`config.mk`:
```
export PLATFORM = sky130hd
export DESIGN_NAME = pipeline_ctrl
export DESIGN_NICKNAME = d
export VERILOG_FILES = /design/src/rtl/pipeline_ctrl.sv
export SDC_FILE = /design/constraint.sdc
export NUM_CORES = 1
export LEC_CHECK = 0
export BUFFER_PORTS_ARGS = -buffer_cell sky130_fd_sc_hd__buf_2
export CAP_MARGIN = 20
export CORE_MARGIN = 4
export CORE_UTILIZATION = 51
export CTS_BUF_LIST = sky130_fd_sc_hd__clkbuf_4
export CTS_CLUSTER_SIZE = 28
export DETAILED_ROUTE_END_ITERATION = 16
export GPL_TIMING_DRIVEN = 0
export PLACE_DENSITY = 0.9
export SLEW_MARGIN = 10
export SYNTH_ARGS = -nofsm -noshare
export SYNTH_HDL_FRONTEND = slang
export SYNTH_SLANG_ARGS = --single-unit
```
`constraint.sdc`:
```
create_clock -name clk -period 6.6 [get_ports clk]
set_input_delay 1.32 -clock clk [delete_from_list [all_inputs] [get_ports clk]]
set_output_delay 1.32 -clock clk [all_outputs]
set_load 0.02 [all_outputs]
```
`src/rtl/pipeline_ctrl.sv`:
```
// Hazard/flush controller for the 5-stage core: drives PC and inter-stage
// register hold/clear, arbitrates stalls and redirects, counts stall cycles.
//
// state | meaning
// ------+-------------------------------------------------------------
// RUN   | normal issue; redirects applied immediately when fetch is idle
// PEND  | redirect target parked in pending_pc until fetch completes
module pipeline_ctrl #(
   parameter int XLEN  = 64,
   parameter int CNT_W = 32
) (
   input  logic             clk,
   input  logic             rst_n,
   input  logic             if_stall_req_i,
   input  logic             mem_stall_req_i,
   input  logic             id_load_use_i,
   input  logic             ex_redirect_i,
   input  logic [XLEN-1:0]  ex_redirect_pc_i,
   input  logic             trap_i,
   input  logic [XLEN-1:0]  trap_pc_i,
   output logic             pc_hold_o,
   output logic             if_id_hold_o,
   output logic             if_id_clear_o,
   output logic             id_ex_hold_o,
   output logic             id_ex_clear_o,
   output logic             ex_mem_hold_o,
   output logic             ex_mem_clear_o,
   output logic             mem_wb_hold_o,
   output logic             mem_wb_clear_o,
   output logic             redirect_o,
   output logic [XLEN-1:0]  redirect_pc_o,
   output logic [CNT_W-1:0] stall_cnt_o
);

   typedef enum logic {
      RUN  = 1'b0,
      PEND = 1'b1
   } state_e;

   state_e           state_q, state_d;
   logic [XLEN-1:0]  pend_pc_q, pend_pc_d;
   logic [CNT_W-1:0] stall_cnt_q, stall_cnt_d;

   logic             trap_v, exr_v, req;
   logic [XLEN-1:0]  tgt;

   logic             pc_hold_c, redirect_c;
   logic             if_id_hold_c, if_id_clear_c;
   logic             id_ex_hold_c, id_ex_clear_c;
   logic             ex_mem_hold_c, ex_mem_clear_c;
   logic             mem_wb_hold_c, mem_wb_clear_c;
   logic [XLEN-1:0]  redirect_pc_c;

   // A stalled MEM stage means the redirecting instruction is not yet final.
   assign trap_v = trap_i & ~mem_stall_req_i;
   assign exr_v  = ex_redirect_i & ~mem_stall_req_i;
   assign req    = trap_v | exr_v;
   assign tgt    = trap_v ? trap_pc_i : ex_redirect_pc_i;

   always_ff @(posedge clk or negedge rst_n) begin
      if (!rst_n) begin
         state_q     <= RUN;
         pend_pc_q   <= '0;
         stall_cnt_q <= '0;
      end else begin
         state_q     <= state_d;
         pend_pc_q   <= pend_pc_d;
         stall_cnt_q <= stall_cnt_d;
      end
   end

   always_comb begin
      state_d   = state_q;
      pend_pc_d = pend_pc_q;
      case (state_q)
         RUN: begin
            if (!mem_stall_req_i && req && if_stall_req_i) begin
               state_d   = PEND;
               pend_pc_d = tgt;
            end
         end
         PEND: begin
            if (trap_v) begin
               pend_pc_d = trap_pc_i;
            end
            if (!if_stall_req_i) begin
               state_d = RUN;
            end
         end
         default: begin
            state_d = RUN;
         end
      endcase
   end

   always_comb begin
      pc_hold_c      = 1'b0;
      redirect_c     = 1'b0;
      redirect_pc_c  = '0;
      if_id_hold_c   = 1'b0;
      if_id_clear_c  = 1'b0;
      id_ex_hold_c   = 1'b0;
      id_ex_clear_c  = 1'b0;
      ex_mem_hold_c  = 1'b0;
      ex_mem_clear_c = 1'b0;
      mem_wb_hold_c  = 1'b0;
      mem_wb_clear_c = 1'b0;
      case (state_q)
         RUN: begin
            if (mem_stall_req_i) begin
               pc_hold_c      = 1'b1;
               if_id_hold_c   = 1'b1;
               id_ex_hold_c   = 1'b1;
               ex_mem_hold_c  = 1'b1;
               mem_wb_clear_c = 1'b1;
            end else if (req) begin
               if_id_clear_c = 1'b1;
               id_ex_clear_c = 1'b1;
               if (trap_v) begin
                  ex_mem_clear_c = 1'b1;
                  mem_wb_clear_c = 1'b1;
               end
               if (if_stall_req_i) begin
                  pc_hold_c = 1'b1;
               end else begin
                  redirect_c    = 1'b1;
                  redirect_pc_c = tgt;
               end
            end else if (id_load_use_i) begin
               pc_hold_c     = 1'b1;
               if_id_hold_c  = 1'b1;
               id_ex_clear_c = 1'b1;
            end else if (if_stall_req_i) begin
               pc_hold_c     = 1'b1;
               if_id_clear_c = 1'b1;
            end
         end
         PEND: begin
            // Whatever fetch delivers while pending is wrong-path.
            if_id_clear_c = 1'b1;
            if (mem_stall_req_i) begin
               id_ex_hold_c   = 1'b1;
               ex_mem_hold_c  = 1'b1;
               mem_wb_clear_c = 1'b1;
            end
            if (trap_v) begin
               id_ex_clear_c  = 1'b1;
               ex_mem_clear_c = 1'b1;
               mem_wb_clear_c = 1'b1;
            end
            if (if_stall_req_i) begin
               pc_hold_c = 1'b1;
            end else begin
               redirect_c    = 1'b1;
               redirect_pc_c = trap_v ? trap_pc_i : pend_pc_q;
            end
         end
         default: begin
            pc_hold_c = 1'b0;
         end
      endcase
   end

   // Outputs are quiet for the whole reset interval, not just after the edge.
   assign pc_hold_o      = pc_hold_c      & rst_n;
   assign redirect_o     = redirect_c     & rst_n;
   assign redirect_pc_o  = rst_n ? redirect_pc_c : '0;
   assign if_id_hold_o   = if_id_hold_c   & rst_n;
   assign if_id_clear_o  = if_id_clear_c  & rst_n;
   assign id_ex_hold_o   = id_ex_hold_c   & rst_n;
   assign id_ex_clear_o  = id_ex_clear_c  & rst_n;
   assign ex_mem_hold_o  = ex_mem_hold_c  & rst_n;
   assign ex_mem_clear_o = ex_mem_clear_c & rst_n;
   assign mem_wb_hold_o  = mem_wb_hold_c  & rst_n;
   assign mem_wb_clear_o = mem_wb_clear_c & rst_n;

   always_comb begin
      stall_cnt_d = stall_cnt_q;
      if (pc_hold_o && (stall_cnt_q != {CNT_W{1'b1}})) begin
         stall_cnt_d = stall_cnt_q + {{(CNT_W-1){1'b0}}, 1'b1};
      end
   end

   assign stall_cnt_o = stall_cnt_q;

endmodule

```
After elaboration in Yosys (flattened, before gate mapping)
Index checks and enable logic that the tools add are counted.
- output and inout bits: 106
- register bits after elaboration: 97
- input bits: 135
- multiplexer cells: 40
- equality and inequality tests: 2
- reductions and logical operators: 4
- $add $sub $neg: 1
- bitwise gates (word level): 13
- operators with widths (operator ; number):
    $mux W64 ; 8
    $pmux W64 S2 ; 2
    $add A32 B1 Y32 const B ; 1
    $ne A32 B32 Y1 const B ; 1
    $mux W1 ; 23
    $pmux W1 S2 ; 7
    $and A1 B1 Y1 ; 10
    $logic_and A1 B1 Y1 ; 3
    $ne A2 B2 Y1 const B ; 1
    $not A1 Y1 ; 2
    $logic_not A1 Y1 ; 1
    $or A1 B1 Y1 ; 1

Depth between registers and ports, before layout
Gate-level depths: netlist of run 1.
- depth after elaboration: 8
- gate-level depth with buffers: 8

Least setup slack after synthesis of run 1
OpenSTA, ideal clock, no wires.
- path type: input to output
- from: input port mem_stall_req_i
- to: output port redirect_pc_o[33]
- arrival time: 2.726 ns
- cell stages on the path: 6
- required time: 5.280 ns
- setup slack: 2.554 ns
- path buffers: 2
- cells stage by stage: buf_2 > nor4_2 > clkbuf_1 > a22oi_1 > nor2_1 > o21a_1
- word-level cells in the longest chain between the ends: 8
- elaborated cells on any way between the ends: 12
- those cells by class: mux (8); bitwise (4)
- ends and longest elaborated chain (item ; RTL line ; RTL):
    start, declared ; 15 ; input logic mem_stall_req_i,
    $not A1 Y1 ; 55, 56 ;
    $and A1 B1 Y1 ; 55 ; assign trap_v = trap_i & ~mem_stall_req_i;
    $mux W64 ; 58 ; assign tgt = trap_v ? trap_pc_i : ex_redirect_pc_i;
    $mux W64 ; 123 ; if (if_stall_req_i) begin
    $mux W64 ; 116 ; end else if (req) begin
    $mux W64 ; 110 ; if (mem_stall_req_i) begin
    $pmux W64 S2 * ; 108 ; case (state_q)
    $mux W64 * ; 167 ; assign redirect_pc_o = rst_n ? redirect_pc_c : '0;
    end, declared ; 31 ; output logic [XLEN-1:0] redirect_pc_o,
Every way passes the cells marked *; elsewhere a longest branch is shown, timed or not.

Worst setup path in the final report of run 1
- from: input port rst_n
- to: output port redirect_pc_o[37]
- word-level cells in the longest chain between the ends: 1
- ends and longest elaborated chain (item ; RTL line ; RTL):
    start, declared ; 13 ; input logic rst_n,
    $mux W64 ; 167 ;
No other way between the ends.

==> metrics.log, run 1 <==
[metrics] Leakage: approximately 3.8 nW
[metrics] worst reg2reg startpoint: state_q
[metrics] netlist area before placement: ~6300 sq um
[metrics] list of most frequent post-synthesis cells: sky130_fd_sc_hd__nor2_1 (147), sky130_fd_sc_hd__dfrtp_1 (97), sky130_fd_sc_hd__and3_1 (71), sky130_fd_sc_hd__a21oi_1 (68), sky130_fd_sc_hd__o22ai_1 (64)
[metrics] maximum number of pins on one net before global-route repair: 52
[metrics] hold-fix buffers at CTS: 0
[metrics] I/O pin total: around 240
[metrics] Synth warnings: 0
[metrics] Layout Skew: 0.0133 ns
[metrics] GR Overflow Total: 0
[metrics] HP Start: stall_cnt_o[23]
[metrics] predominant post-synthesis flop cell: sky130_fd_sc_hd__dfrtp_1
[metrics] Post-CTS Repair Setup Buffers: 0
[metrics] CTS root buf: sky130_fd_sc_hd__clkbuf_4
[metrics] worst path arrival time: between 3 and 4 ns
[metrics] Routed Antenna Nets: 0
[metrics] core area: about 12,000 sq um
[metrics] Post-Layout Cell Count: about 1,200
[metrics] vias after detailed routing: around 7,200
[metrics] maximum clock frequency: around 200 MHz
[metrics] instance count after placement with tap cells included: around 1,200
[metrics] fraction of registers with async set or reset after synthesis: between 90% and 100%
[metrics] CP endpoint kind: output port
[metrics] class of the worst hold path: reg -> reg
[metrics] Area contributors post-synth: sky130_fd_sc_hd__dfrtp_1 (39%), sky130_fd_sc_hd__nor2_1 (8.8%), sky130_fd_sc_hd__a22oi_1 (7.6%), sky130_fd_sc_hd__o21a_1 (7.6%), sky130_fd_sc_hd__and3_1 (7.1%)
[metrics] DRC Markers: 0
[metrics] area grow syn2layout: 25.2%
[metrics] number of maximum-capacitance violations: 0
[metrics] maximum buffer depth of the clock tree: 2
[metrics] top cell type's share of synthesized area: ~39%
[metrics] startpoint type of the worst setup path: input port
[metrics] fraction of the yosys area taken by sequential cells: between 30% and 40%
[metrics] mean area per synthesized cell: between 8 and 9 sq um
[metrics] crit path launch: rst_n
[metrics] Cell Pwr Density: 207 nW/um^2
[metrics] Cell Rows: 40
[metrics] Hold Fails Final Rpt: 0
[metrics] Die Area: 14,100 sq um
[metrics] period utilisation layout: slightly below 80%
[metrics] Relative slew margins: between 20 and 30%
[metrics] final period demand of the worst path: just over 5 ns
[metrics] slew at the pin with the worst max-slew slack: approximately 1.1 ns
[metrics] vias per cell: 6.13
[metrics] count of cell types in the netlist: 44
[metrics] worst path required time: 5.28 ns
[metrics] count of final max-slew check failures: 0
[metrics] area of combinational cells with multiple inputs: 3500 sq um
[metrics] Detailed Route Iter0 Violations: 1,005
[metrics] total track usage: ~30%
[metrics] maximum fanout encountered on the critical timing path: 48
[metrics] clock tree from TritonCTS: built
[metrics] Clk Latency, worst-skew pair: approximately 0.45 ns
[metrics] initial antenna violation count: 7
[metrics] post-route worst hold slack: roughly 0.5 ns
[metrics] maximum resistive drop on vdd: between 0.2 and 0.25 mV
[metrics] TritonCTS buffer count: 9
[metrics] count of flip-flops with a built-in enable after synthesis: 0
[metrics] number of I/O port buffers: between 200 and 250
[metrics] level count of the clock H-tree: 3
[metrics] die boundary height: around 120 microns
[metrics] last weighted congestion value of the routability-driven placer: ~0.93
[metrics] most numerous cell in the Yosys netlist: sky130_fd_sc_hd__nor2_1
[metrics] wire length of the first global-routing pass: 34.6 mm
[metrics] final-layout fill cell count: ~1,100
[metrics] top cell type by total area after synthesis: sky130_fd_sc_hd__dfrtp_1
[metrics] gate count after technology mapping: 764
[metrics] run status: complete, no violations
[metrics] total routed wirelength: 21.5 mm
[metrics] via count of the first global-routing pass: between 6,000 and 7,000
[metrics] CTS Sinks: 97
[metrics] unrepaired setup endpoints after global routing: false
[metrics] number of nets in the synthesized netlist: 900
[metrics] min setup slack post-route: ~1.5 ns
[metrics] die outline width: roughly 120 microns
[metrics] Reg clk slew, reported paths: approximately 0.13 ns
[metrics] 1st-pass router iterations: 6
[metrics] CP Class: in -> out
[metrics] Setup Total Neg Slack: 0 ns
[metrics] Post-Place Setup Slack: 1.53 ns
[metrics] final-stage net count: 1,151
[metrics] Gates resized, CTS repair: 0
[metrics] total setup violations reported at the end of the flow: 0
[metrics] FF+latch area: roughly 2400 sq um
[metrics] fraction of layout instances using a drive strength above 1: a little over a quarter
[metrics] WL/cell: approximately 18 microns
[metrics] effective utilization at floorplan: a little over half
[metrics] post-detailed-placement half-perimeter wirelength: ~16 mm
[metrics] number of flip-flops and latches in the synthesized netlist: 97
==> flip-flops by register name, indices dropped and copies added (netlist names) <==
register and count:
state_q 1, pend_pc_q 64, stall_cnt_o 32
==> cells by family after synthesis <==
group	Yosys count	share of synthesized area [%]
muxes	3	0.520
and+or+nand+nor	287	23.2
DFF	97	38.8
adders and majority gates	1	0.200
AOI/OAI and AO/OA	267	28.1
buffers and inverters	80	5.20
other	1	0.0599
xor gates and xnor gates	28	3.92
==> placed cells by master, fill, tap and decap left out, drive strengths merged, types with 9 or more instances in the layout <==
master and n:
o21a 63, nor2 147, xnor2 13, nor3 9, a21oi 68, dfrtp 97
o22ai 64, clkbuf 72, nand4 9, nand2 16, nand3 9, a22oi 63
xor2 15, and3 71, buf 253
==> through the flow <==
step / power (mW) / util (%) / instance area [sq um]
after floorplan: 1.08 / - / 6260
after global placement: 1.26 / 63.6 / 7640
after detailed placement: 1.27 / 63.8 / 7670
after CTS: 1.62 / 65.1 / 7830
after global routing: 1.72 / 65.2 / 7830
final: 1.62 / 65.2 / 7830
==> worst max-delay path, cell delays in order <==
cell                       delay (ns)
sky130_fd_sc_hd__buf_4           0.50
sky130_fd_sc_hd__clkbuf_1        0.51
sky130_fd_sc_hd__clkbuf_1        0.44
sky130_fd_sc_hd__clkbuf_1        0.47
sky130_fd_sc_hd__o21a_1          0.29
sky130_fd_sc_hd__buf_2           0.20
==> layer usage <==
layer  vias to the layer above  GRT usage, %  share of wire [%]
li1                       3298             -                  -
met1                      3350          39.7                 40
met2                       453          46.9                 47
met3                        60          7.46                9.6
met4                         8          12.1                3.1
met5                         -             0               0.22
==> power by group <==
part | switching [mW] | internal [mW]
clock | 0.193 | 0.156
combinational | 0.303 | 0.194
sequential | 0.0776 | 0.695
==> area by class of cell <==
class | count | area share (%)
sequential | 97 | 31.0
buffer | 75 | 3.91
clock inverter | 6 | 1.05
multi-input combinational | 587 | 44.7
tap | 147 | 2.35
clock buffer | 10 | 0.958
timing repair buffer | 240 | 15.7
antenna | 3 | 0.0958
inverter | 5 | 0.240
==> worst paths after layout <==
check | endpoint | slack [ns] | cells after the start
max in group asynchronous | stall_cnt_o[10] | 5.04 | 2
worst max register to register | stall_cnt_o[28] | 4.35 | 7
worst min-delay path | stall_cnt_o[23] | 0.50 | 1
min in group asynchronous | pend_pc_q[61] | 0.87 | 1
worst max-delay path | redirect_pc_o[37] | 1.52 | 6
worst min register to register | stall_cnt_o[23] | 0.50 | 1
Power figures use the tool's default switching activity.
==> inputs of run 2 (changes only) <==
CORE_UTILIZATION = 46   (was 51)
PLACE_DENSITY = 0.86   (was 0.9)
clock period = 4.6 ns   (was 6.6 ns; I/O delays follow)
==> metrics.log, run 2 (synthesized netlist as in run 1, its figures left out) <==
[metrics] run status: complete, no violations
[metrics] Clk Latency, worst-skew pair: 0.45 ns (about the same)
[metrics] Detailed Route Iter0 Violations: 794 (-21%)
[metrics] cell breakdown of the critical path: buf_2 -> buf_2 -> nor4_2 -> clkbuf_2 -> clkbuf_1 -> a22oi_1 -> nor2_1 -> o21a_1 -> buf_2
[metrics] number of I/O port buffers: 239 (unchanged)
[metrics] worst reg2reg startpoint: stall_cnt_o[14]
[metrics] count of final max-slew check failures: 0 (unchanged)
[metrics] fraction of layout instances using a drive strength above 1: 27.1% (+0.098 points)
[metrics] TritonCTS buffer count: 9 (unchanged)
[metrics] Post-Place Setup Slack: -0.163 ns (-1.70 ns)
[metrics] Reg clk slew, reported paths: 0.14 ns (about the same)
[metrics] maximum resistive drop on vdd: 0.299 mV (+24%)
[metrics] most frequent CP cell: sky130_fd_sc_hd__buf_2
[metrics] Die Area: 15,500 sq um (+10%)
[metrics] class of the worst hold path: in -> async
[metrics] post-route worst hold slack: 0.380 ns (-0.124 ns)
[metrics] maximum clock frequency: 240 MHz
[metrics] Routed Antenna Nets: 0 (unchanged)
[metrics] Cell Rows: 42 (+5.0%)
[metrics] clock tree from TritonCTS: built
[metrics] startpoint type of the worst setup path: input port
[metrics] slew at the pin with the worst max-slew slack: 0.812 ns (-0.262 ns)
[metrics] worst path arrival time: 3.25 ns (-0.51 ns)
[metrics] Setup Total Neg Slack: 0 ns (unchanged)
[metrics] Layout Skew: 0.0132 ns (-0.0000693 ns)
[metrics] total track usage: 27.4% (-2.5 points)
[metrics] register ranked first by flip-flop count: pend_pc_q
[metrics] initial antenna violation count: 6 (-1)
[metrics] Post-CTS Repair Setup Buffers: 0 (unchanged)
[metrics] post-detailed-placement half-perimeter wirelength: 16.3 mm (+3.0%)
[metrics] total setup violations reported at the end of the flow: 0 (unchanged)
[metrics] core area: 13,300 sq um (+11%)
[metrics] most common cell after layout, fill and taps aside: sky130_fd_sc_hd__buf_2
[metrics] CP Class: in -> out
[metrics] Cell Pwr Density: 291 nW/um^2 (+41%)
[metrics] Leakage: 3.83 nW (about the same)
[metrics] 1st-pass router iterations: 5 (-1)
[metrics] Hold Fails Final Rpt: 0 (unchanged)
[metrics] final-layout fill cell count: 1,214 (+15%)
[metrics] Relative slew margins: 45.7% (+18 points)
[metrics] final period demand of the worst path: ~4.2 ns
[metrics] Critical Path Slowest Stage Cell: sky130_fd_sc_hd__nor4_2
[metrics] vias per cell: 5.99 (-2.3%)
[metrics] maximum number of pins on one net before global-route repair: 51 (-1.9%)
[metrics] wire length of the first global-routing pass: 35.2 mm (+1.6%)
[metrics] R2R Setup Slk: 2.31 ns (-2.04 ns)
[metrics] DRC Markers: 0 (unchanged)
[metrics] via count of the first global-routing pass: 6,784 (-0.22%)
[metrics] highest-count cells in the layout ignoring fill and taps: sky130_fd_sc_hd__buf_2 (240), sky130_fd_sc_hd__nor2_1 (147), sky130_fd_sc_hd__dfrtp_1 (97), sky130_fd_sc_hd__and3_1 (71), sky130_fd_sc_hd__a21oi_1 (68)
[metrics] number of maximum-capacitance violations: 0 (unchanged)
[metrics] worst path required time: 3.68 ns (-1.60 ns)
[metrics] GR Overflow Total: 0 (unchanged)
[metrics] R2R Path End: stall_cnt_o[31]
[metrics] FF-to-FF path depth: 5 (-2)
[metrics] number of flip-flops in the largest register: 64 (unchanged)
[metrics] WL/cell: 18.3 microns (-0.29%)
[metrics] die outline width: 125 microns (+4.9%)
[metrics] min setup slack post-route: 0.426 ns (-1.09 ns)
[metrics] unrepaired setup endpoints after global routing: false
[metrics] last weighted congestion value of the routability-driven placer: 0.931 (-0.28%)
[metrics] area grow syn2layout: 25.5%
[metrics] CTS root buf: sky130_fd_sc_hd__clkbuf_4
[metrics] CP endpoint kind: output port
[metrics] total routed wirelength: 22.0 mm (+2.3%)
[metrics] vias after detailed routing: 7,183 (+0.20%)
[metrics] maximum fanout encountered on the critical timing path: 10 (-79%)
[metrics] final-stage net count: 1,151 (unchanged)
[metrics] Final Util: 59.1% (-6.1 points)
[metrics] maximum buffer depth of the clock tree: 2 (unchanged)
[metrics] worst stage delay on the critical path: 0.63 ns (+0.12 ns)
[metrics] I/O pin total: 241 (unchanged)
[metrics] level count of the clock H-tree: 3 (unchanged)
[metrics] die boundary height: 125 microns (+4.9%)
[metrics] period utilisation layout: approximately 91%
[metrics] CTS Sinks: 97 (unchanged)
[metrics] effective utilization at floorplan: 47.1% (-5.0 points)
-- run 2: where the power goes --
group / internal (mW) / total [mW] / switching (mW) / leakage (nW)
registers: 0.997 / 1.11 / 0.111 / 1.12
logic: 0.280 / 0.716 / 0.436 / 2.63
clock network: 0.181 / 0.459 / 0.278 / 0.0788
total: 1.46 / 2.28 / 0.825 / 3.83
-- run 2: worst max-delay path by stage --
stage	startpoint	endpoint	slack, ns	cells past startpoint
floorplan	mem_stall_req_i	redirect_pc_o[33]	1.35	6
global placement	rst_n	redirect_pc_o[40]	-0.95	6
detailed placement	rst_n	redirect_pc_o[40]	-0.16	7
CTS	rst_n	redirect_pc_o[40]	0.006	7
global route	mem_stall_req_i	redirect_pc_o[40]	0.29	9
finish	mem_stall_req_i	redirect_pc_o[40]	0.43	9
-- run 2: worst max-delay path, delay by kind of cell --
kind	cells	cell delay (ns)
compound gates	2	0.34
simple gates	2	0.76
buf+inv	5	1.24
-- run 2: timing repair --
item                                    CTS  global route
endpoints found under the setup margin   10            12
hold buffers                              0             0
pin swaps                                 0             0
resized for setup                         1             2
-- run 2: area by class of cell --
class	instances	area (sq um)	share of cell area (%)
Antenna cell	4	10.0	0.127
Timing Repair Buffer	241	1230	15.7
Buffer	74	304	3.87
Multi-Input combinational cell	587	3500	44.6
Clock buffer	12	90.1	1.15
Sequential cell	97	2430	30.9
Clock inverter	4	43.8	0.558
Inverter	5	18.8	0.239
Tap cell	176	220	2.80
-- run 2: metal layers --
metal  vias to the layer above  part of all wire [%]  track usage [%]
met5                         -                  0.12                0
met1                      3366                    40             34.9
li1                       3295                     -                -
met3                        68                   9.4             7.12
met4                         4                   3.9             13.0
met2                       450                    46             43.5
-- run 2: stage by stage --
stage / instance area (sq um) / power, mW / std cells
after global routing: 7850 / 2.43 / 1200
after detailed placement: 7700 / 1.83 / 1180
after CTS: 7840 / 2.29 / 1196
after floorplan: 6260 / 1.55 / 764
final: 7850 / 2.28 / 1200
after global placement: 7670 / 1.81 / 1179
